## src/rtl/uart_tx_fifo.sv

```systemverilog
// uart_tx_fifo: 8N1 UART transmitter fed by a valid/ready byte FIFO.
module uart_tx_fifo #(
  parameter int CLK_FREQUENCY = 100000000,
  parameter int BAUD_RATE = 115200,
  parameter int FIFO_DEPTH = 16
) (
  input  logic clk,
  input  logic reset,
  input  logic [7:0] tx_data,
  input  logic tx_valid,
  output logic tx_ready,
  output logic tx,
  output logic tx_busy,
  output logic [$clog2(FIFO_DEPTH+1)-1:0] fifo_count
);
  localparam int DIV = CLK_FREQUENCY / BAUD_RATE;
  localparam int AW = $clog2(FIFO_DEPTH);
  localparam int CW = $clog2(FIFO_DEPTH + 1);
  localparam int BW = $clog2(DIV + 1);
  typedef enum logic [1:0] {IDLE, START, DATA, STOP} state_t;
  state_t state_q, state_d;
  logic [7:0] mem_q [FIFO_DEPTH];
  logic [AW-1:0] wr_q, wr_d, rd_q, rd_d;
  logic [CW-1:0] cnt_q, cnt_d;
  logic [BW-1:0] baud_q, baud_d;
  logic [2:0] bit_q, bit_d;
  logic [7:0] shift_q, shift_d;
  logic tx_q, tx_d, push, pop, tick, nonempty;
  assign tx_ready = cnt_q < CW'(FIFO_DEPTH);
  assign push = tx_valid && tx_ready;
  assign nonempty = cnt_q != '0;
  assign tick = baud_q == BW'(DIV - 1);
  assign tx = tx_q;
  assign tx_busy = (state_q != IDLE) || nonempty;
  assign fifo_count = cnt_q;
  always_comb begin
    state_d = state_q;
    baud_d = (state_q == IDLE || tick) ? '0 : baud_q + BW'(1);
    bit_d = bit_q;
    shift_d = shift_q;
    tx_d = tx_q;
    pop = 1'b0;
    case (state_q)
      IDLE: if (nonempty) begin
        pop = 1'b1;
        shift_d = mem_q[rd_q];
        tx_d = 1'b0;
        state_d = START;
      end
      START: if (tick) begin
        tx_d = shift_q[0];
        bit_d = '0;
        state_d = DATA;
      end
      DATA: if (tick) begin
        if (bit_q == 3'd7) begin
          tx_d = 1'b1;
          state_d = STOP;
        end else begin
          shift_d = {1'b0, shift_q[7:1]};
          tx_d = shift_q[1];
          bit_d = bit_q + 3'd1;
        end
      end
      STOP: if (tick) begin
        // Chain straight into the next start bit so queued frames leave no idle gap
        pop = nonempty;
        shift_d = nonempty ? mem_q[rd_q] : shift_q;
        tx_d = !nonempty;
        state_d = nonempty ? START : IDLE;
      end
      default: state_d = IDLE;
    endcase
    wr_d = push ? wr_q + AW'(1) : wr_q;
    rd_d = pop ? rd_q + AW'(1) : rd_q;
    cnt_d = cnt_q + CW'(push) - CW'(pop);
  end
  always_ff @(posedge clk or posedge reset) begin
    if (reset) begin
      state_q <= IDLE;
      wr_q <= '0;
      rd_q <= '0;
      cnt_q <= '0;
      baud_q <= '0;
      bit_q <= '0;
      shift_q <= '0;
      tx_q <= 1'b1;
    end else begin
      state_q <= state_d;
      wr_q <= wr_d;
      rd_q <= rd_d;
      cnt_q <= cnt_d;
      baud_q <= baud_d;
      bit_q <= bit_d;
      shift_q <= shift_d;
      tx_q <= tx_d;
    end
  end
  always_ff @(posedge clk) begin
    if (push) mem_q[wr_q] <= tx_data;
  end
endmodule
```

## config.mk

```make
export PLATFORM = sky130hd
export DESIGN_NAME = uart_tx_fifo
export DESIGN_NICKNAME = d
export VERILOG_FILES = /design/src/rtl/uart_tx_fifo.sv
export SDC_FILE = /design/constraint.sdc
export NUM_CORES = 1
export LEC_CHECK = 0
export BUFFER_PORTS_ARGS = -buffer_cell sky130_fd_sc_hd__buf_2
export CORE_ASPECT_RATIO = 1.75
export CORE_UTILIZATION = 35
export DETAILED_ROUTE_END_ITERATION = 10
export PLACE_DENSITY = 0.55
export SETUP_SLACK_MARGIN = 0.02
export SLEW_MARGIN = 20
export SYNTH_ARGS = -nofsm -noshare
export SYNTH_HDL_FRONTEND = slang
export SYNTH_SLANG_ARGS = --single-unit
```

## constraint.sdc

```tcl
create_clock -name clk -period 2.9 [get_ports clk]
set_input_delay 0.145 -clock clk [delete_from_list [all_inputs] [get_ports clk]]
set_output_delay 0.145 -clock clk [all_outputs]
set_load 0.01 [all_outputs]
```

==> run_results.csv, run 1 <==
group,metric,value,unit
logic_synthesis,synth.avg_cell_area,15.1,um^2
floorplanning,rows,68,
finish,syn_to_final_growth,15.8,%
placement,dp_hpwl,10000,um
cts,ctsResizeCount,0,
route,via_per_inst,5.07,
cts,cts_tree,"yes",
cts,cts_hold_buffers,1,
floorplanning,design.core.area,0.0198,mm^2
logic_synthesis,synth_area_leaders,"edfxtp_1 54%, dfrtp_1 13%, mux2i_1 7.2%, ha_1 3.5%, mux4_2 2.2%",
setup_path,worstSetupEndpoint,"fifo_count[4]$_DFF_PP0_",
power,irDropWorstVdd,0.000426,V
route,routed_wl,14600,um
global_routing,grt_pass1_vias,4045,
sta,max-slew-margin-rel,0.577,
logic_synthesis,synth_top_area_frac,0.542,
status,run_status,"completed",
logic_synthesis,synth_edf_count,128,
setup_path,worstPathArrival,3110,ps
sta,finClkSkew,8.28,ps
setup_path,r2r-start,"baud_q[0]$_DFF_PP0_",
setup_path,r2r-end,"fifo_count[4]$_DFF_PP0_",
logic_synthesis,ys_ff_latch,165,
route,firstDrtPassIters,5,
finish,final_common_cell,"edfxtp_1",
setup_path,slowest_stage,"dfrtp_1",
setup_path,ff2ff_setup_slack,150,ps
logic_synthesis,yosysWarnings,0,
finish,antenna_cells,0,
logic_synthesis,ys_seq_area_frac,0.673,
finish,finalCoreUtilization,0.414,
sta,finalSetupViolations,0,
global_routing,gr-usage-all-layers,0.151,
power,cellPowerDensity,704,mW/mm^2
logic_synthesis,synth_fp_nets,502,
finish,fillCellCount,1784,
global_routing,grt_max_degree,49,
job,max-cap-violations,0,
route,num_vias,3898,
finish,drive_gt1_frac,0.202,
finish,fin_area,0.00821,mm^2
setup_path,critPathLaunch,"baud_q[0]$_DFF_PP0_",
floorplanning,die_h,190,um
sta,finalCriticalPeriod,2750,ps
route,wl_per_cell,19.0,um
sta,finalCritPeriodShare,0.950,
logic_synthesis,synth_ff_type,"edfxtp_1",
logic_synthesis,synth_cell_types,47,
cts,postCtsSetupBuffers,0,
power,leakage,2.91,nW
setup_path,slowest_delay,410,ps
sta,setup_tns,0,ps
sta,slew_viol_final,0,
sta,worst_pin_slew,634,ps
setup_path,rr_worst_depth,12,
placement,portBuffers,18,
floorplanning,dieArea,0.0209,mm^2
setup_path,critical_path_class,"reg2reg",
sta,holdWs,95.8,ps
sta,hold_viol,0,
finish,fin_cells,769,
setup_path,cp.required,3260,ps
setup_path,crit_path_cell_trace,"ha_1, and4bb_2, a41oi_1, nor3_2, ha_1, inv_1, ha_1, fa_1, a21oi_1, nor2_1, nor2_1, xnor2_1",
placement,dp.cells,737,
global_routing,gr-total-overflow,0,
setup_path,worstPathMaxFanout,5,
cts,clkSlewWorstSetupHoldPaths,70,ps
global_routing,grt_pass1_wl,22400,um
cts,cts_buffer_depth,2,
finish,layout_common_cells,"128 x edfxtp_1, 51 x mux2i_1, 35 x dfrtp_1",
floorplanning,initial_core_util,0.358,
cts,cts_num_sinks,165,
route,ant_nets,0,
cts,clkLatencyLatePin,430,ps
route,drc,0,
logic_synthesis,postSynthCellCount,470,
finish,fin_nets,544,
setup_path,crit_top_cell,"ha_1",
sta,finalWorstSetupSlack,146,ps
global_routing,antenna_found_initial,0,
setup_path,cp-start-kind,"flip-flop",
setup_path,cp-end-kind,"flip-flop",
power,power,5.78,mW
worst_hold_path,hp-class,"in2reg",
logic_synthesis,synth_area,0.00709,mm^2
placement,dp_slack,126,ps
logic_synthesis,async_flop_share,0.224,
sta,max_freq,363,MHz
sta,rsz0062_at_grt,"false",
cts,cts_buffers,17,
logic_synthesis,yosysTopAreaCell,"edfxtp_1",
cts,h-tree-depth,4,
placement,gp_congestion,0.736,
placement,placed_cell_area,0.00760,mm^2
floorplanning,ioPinCount,19,
route,drt_iter0_markers,188,
floorplanning,fp.dieW,110,um
cts,ctsRootBufferMaster,"clkbuf_16",
## state kept, by name, indices dropped and copies added, names as in the netlist
register and flops:
mem_q 128, baud_q 10, fifo_count 5, rd_q 4, tx 1, wr_q 4
state_q 2, shift_q 8, bit_q 3
## layout make-up
cell class                      instances  area [um^2]  area share
Multi-Input combinational cell        269         2170       0.265
Timing Repair Buffer                   45          308      0.0375
Tap cell                              245          307      0.0373
Sequential cell                       165         4770       0.581
Clock buffer                           17          425      0.0518
Inverter                               14         52.6     0.00640
Clock inverter                         14          175      0.0213
## synthesized netlist by cell type, drive strengths merged (6+ instances only)
cell type and number:
buf 14, clkbuf 8, nand2 29, ha 20
nor3 6, xor2 9, nor2 27, nand3 22
a22oi 12, inv 14, a21oi 15, mux2 13
mux4 7, xnor2 9, edfxtp 128, dfrtp 36
mux2i 51
## report_power, final
part	internal (mW)	total [mW]	switching (mW)
Clock	1.36	2.30	0.937
Combinational	0.260	0.639	0.379
Sequential	2.74	2.84	0.108
Total	4.36	5.78	1.42
## critical path: cells and delay by family (launching register included)
family,cells,cell delay (ps)
compound gates,2,410
xor+xnor,1,120
fa+ha+maj,4,1160
buf+inv,1,40
flops,1,410
simple gates,4,540
## routing by layer
metal | track usage | up-vias | wire length, um
met5 | 0 | - | 0
met4 | 0.0738 | 0 | 473
met3 | 0.0325 | 24 | 326
met2 | 0.275 | 60 | 8080
met1 | 0.160 | 1972 | 5730
li1 | - | 1842 | -
## logic make-up after synthesis
family / synth area share
flops: 0.673
simple gates: 0.0787
mux: 0.119
compound gates: 0.0482
buf+inv: 0.0212
fa+ha+maj: 0.0381
xor+xnor: 0.0222
## worst min-delay path by stage
stage	slack (ps)	to	depth (start not counted)	start
floorplan	240	mem_q[0][0]$_DFFE_PP_	0	tx_data[0]
global placement	210	fifo_count[1]$_DFF_PP0_	2	reset
detailed placement	220	fifo_count[0]$_DFF_PP0_	2	reset
CTS	80	mem_q[15][1]$_DFFE_PP_	1	tx_data[1]
global route	100	mem_q[4][7]$_DFFE_PP_	1	tx_data[7]
finish	100	mem_q[15][1]$_DFFE_PP_	1	tx_data[1]
No activity file was read; power rests on OpenSTA's default activity.
==> run 2, diff against run 1 <==
--- a/config.mk
+++ b/config.mk
@@ -9,6 +9,7 @@
 export CORE_ASPECT_RATIO = 1.75
 export CORE_UTILIZATION = 35
 export DETAILED_ROUTE_END_ITERATION = 10
+export HOLD_SLACK_MARGIN = 0.06
 export PLACE_DENSITY = 0.55
 export SETUP_SLACK_MARGIN = 0.02
 export SLEW_MARGIN = 20
==> constraint.sdc (replaced) <==
create_clock -name clk -period 3 [get_ports clk]
set_input_delay 0.15 -clock clk [delete_from_list [all_inputs] [get_ports clk]]
set_output_delay 0.15 -clock clk [all_outputs]
set_load 0.01 [all_outputs]
==> run 2 against run 1 <==
Clock-buffer cell count stayed put. Worst hold slack better by 21 ps. Clock skew is 2.8 ps higher. First-iteration DRC count is 30% lower. Combinational power is 6.3% lower. Global-route usage is 0.067 points higher. Flip-flop and latch count stayed put. Clock power is 6% lower. Final area is 0.85% lower. Largest cell class unchanged.
==> run_results.csv, run 2 (same netlist as run 1, synthesis figures left out) <==
group,metric,value,unit
floorplanning,initial_core_util,0.358,
sta,finClkSkew,11.1,ps
setup_path,worstPathArrival,3110,ps
sta,hold_viol,0,
finish,multiInputGateArea,0.00217,mm^2
route,drc,0,
sta,finalSetupViolations,0,
cts,ctsRootBufferMaster,"clkbuf_16",
global_routing,grt_max_degree,39,
placement,portBuffers,18,
cts,cts_num_sinks,165,
setup_path,critPathLaunch,"baud_q[0]$_DFF_PP0_",
floorplanning,ioPinCount,19,
route,via_per_inst,5.08,
finish,final_common_cell,"edfxtp_1",
global_routing,antenna_found_initial,0,
cts,cts_buffers,17,
power,leakage,2.85,nW
sta,slew_viol_final,0,
finish,drive_gt1_frac,0.192,
finish,fillCellCount,1776,
finish,reg_top3,"mem_q (128), baud_q (10), shift_q (8)",
floorplanning,die_h,190,um
floorplanning,fp.dieW,110,um
power,intPower,4.13,mW
finish,largest_register_ffs,128,
global_routing,gr-usage-all-layers,0.151,
status,run_status,"completed",
job,max-cap-violations,0,
finish,fin_nets,536,
power,clkPwrFrac,0.393,
finish,antenna_cells,0,
setup_path,critical_path_class,"reg2reg",
cts,clkLatencyLatePin,420,ps
setup_path,cp.required,3350,ps
cts,ctsResizeCount,0,
setup_path,cp-end-kind,"flip-flop",
finish,layout_common_cells,"128 x edfxtp_1, 51 x mux2i_1, 35 x dfrtp_1",
power,pwr-share-seq,0.498,
route,wl_per_cell,18.9,um
floorplanning,dieArea,0.0209,mm^2
sta,rsz0062_at_grt,"false",
route,firstDrtPassIters,5,
sta,finalCritPeriodShare,0.919,
finish,seqCellArea,0.00477,mm^2
setup_path,rr_worst_depth,12,
sta,finalCriticalPeriod,2760,ps
cts,cts_buffer_depth,2,
route,drt_iter0_markers,132,
global_routing,gr-total-overflow,0,
cts,cts_tree,"yes",
setup_path,worstSetupEndpoint,"fifo_count[4]$_DFF_PP0_",
worst_hold_path,hp-class,"in2reg",
sta,max-slew-margin-rel,0.410,
setup_path,cp-start-kind,"flip-flop",
cts,clkSlewWorstSetupHoldPaths,70,ps
sta,max_freq,363,MHz
power,cellPowerDensity,677,mW/mm^2
finish,syn_to_final_growth,14.8,%
placement,dp_hpwl,10200,um
route,ant_nets,0,
placement,gp_congestion,0.794,
power,switching_power,1.38,mW
floorplanning,design.core.area,0.0198,mm^2
global_routing,grt_pass1_vias,4149,
power,irDropWorstVdd,0.000397,V
sta,holdWs,117,ps
setup_path,r2r-start,"baud_q[0]$_DFF_PP0_",
route,num_vias,3866,
sta,setup_tns,0,ps
setup_path,r2r-end,"fifo_count[4]$_DFF_PP0_",
setup_path,worstPathMaxFanout,5,
global_routing,grt_pass1_wl,22600,um
route,routed_wl,14400,um
power,p_sw_frac,0.251,
cts,h-tree-depth,4,
setup_path,ff2ff_setup_slack,240,ps
power,combinationalPowerShare,0.109,
sta,worst_pin_slew,881,ps
floorplanning,rows,68,
finish,regMostFlops,"mem_q",
==> run 2: worst max-delay path, stage by stage (launching register included) <==
cell and delay [ps]:
dfrtp_1 400, ha_1 270, and4bb_2 280, a41oi_1 250, nor3_2 90, ha_1 280
inv_1 40, ha_1 200, fa_1 410, a21oi_1 160, nor2_1 60, nor2_1 120
xnor2_1 130
==> run 2: layout make-up <==
cell class | count | share of cell area
Timing Repair Buffer | 37 | 0.0304
Multi-Input combinational cell | 269 | 0.267
Inverter | 14 | 0.00645
Clock inverter | 14 | 0.0203
Tap cell | 245 | 0.0377
Clock buffer | 17 | 0.0523
Sequential cell | 165 | 0.586
==> run 2: routing by layer <==
metal  share of wire  global-route usage  vias to the layer above
li1                -                   -                     1821
met1            0.37               0.151                     1962
met2            0.59               0.289                       67
met3           0.024              0.0277                       16
met4           0.019              0.0774                        0
met5               0                   0                        -
==> run 2: metrics by stage <==
stage | cell area [um^2] | std cells | total power, mW | util | setup WS [ps]
2_1_floorplan | 7090 | 470 | 3.18 | - | 290
3_3_place_gp | 7540 | 729 | 3.38 | 0.380 | 280
3_5_place_dp | 7540 | 729 | 3.40 | 0.380 | 223
4_1_cts | 8140 | 761 | 5.59 | 0.411 | 210
5_1_grt | 8140 | 761 | 5.76 | 0.411 | 93.7
6_report | 8140 | 761 | 5.51 | 0.411 | 244
==> run 2: repair_timing <==
action | 4_1_cts | 5_1_grt
setup buffers | 0 | 0
hold buffers | 1 | 0
endpoints found under the setup margin | 0 | 0
hold endpoints to repair | 12 | 0
==> run 2: worst min path at each step <==
stage / from / to / slack [ps] / depth (start not counted)
after floorplan: tx_data[0] / mem_q[0][0]$_DFFE_PP_ / 250 / 0
after global placement: reset / fifo_count[0]$_DFF_PP0_ / 190 / 2
after detailed placement: reset / fifo_count[0]$_DFF_PP0_ / 210 / 2
after CTS: tx_data[7] / mem_q[9][7]$_DFFE_PP_ / 90 / 1
after global routing: tx_data[7] / mem_q[13][7]$_DFFE_PP_ / 110 / 1
final: tx_data[7] / mem_q[9][7]$_DFFE_PP_ / 120 / 1
==> run 2: power by group through the flow <==
stage | clock (mW) | sequential, mW | combinational, mW
after floorplan | 0 | 2.77 | 0.413
after global placement | 0 | 2.79 | 0.591
after detailed placement | 0 | 2.80 | 0.607
after CTS | 2.22 | 2.75 | 0.613
after global routing | 2.30 | 2.77 | 0.688
final | 2.17 | 2.75 | 0.599
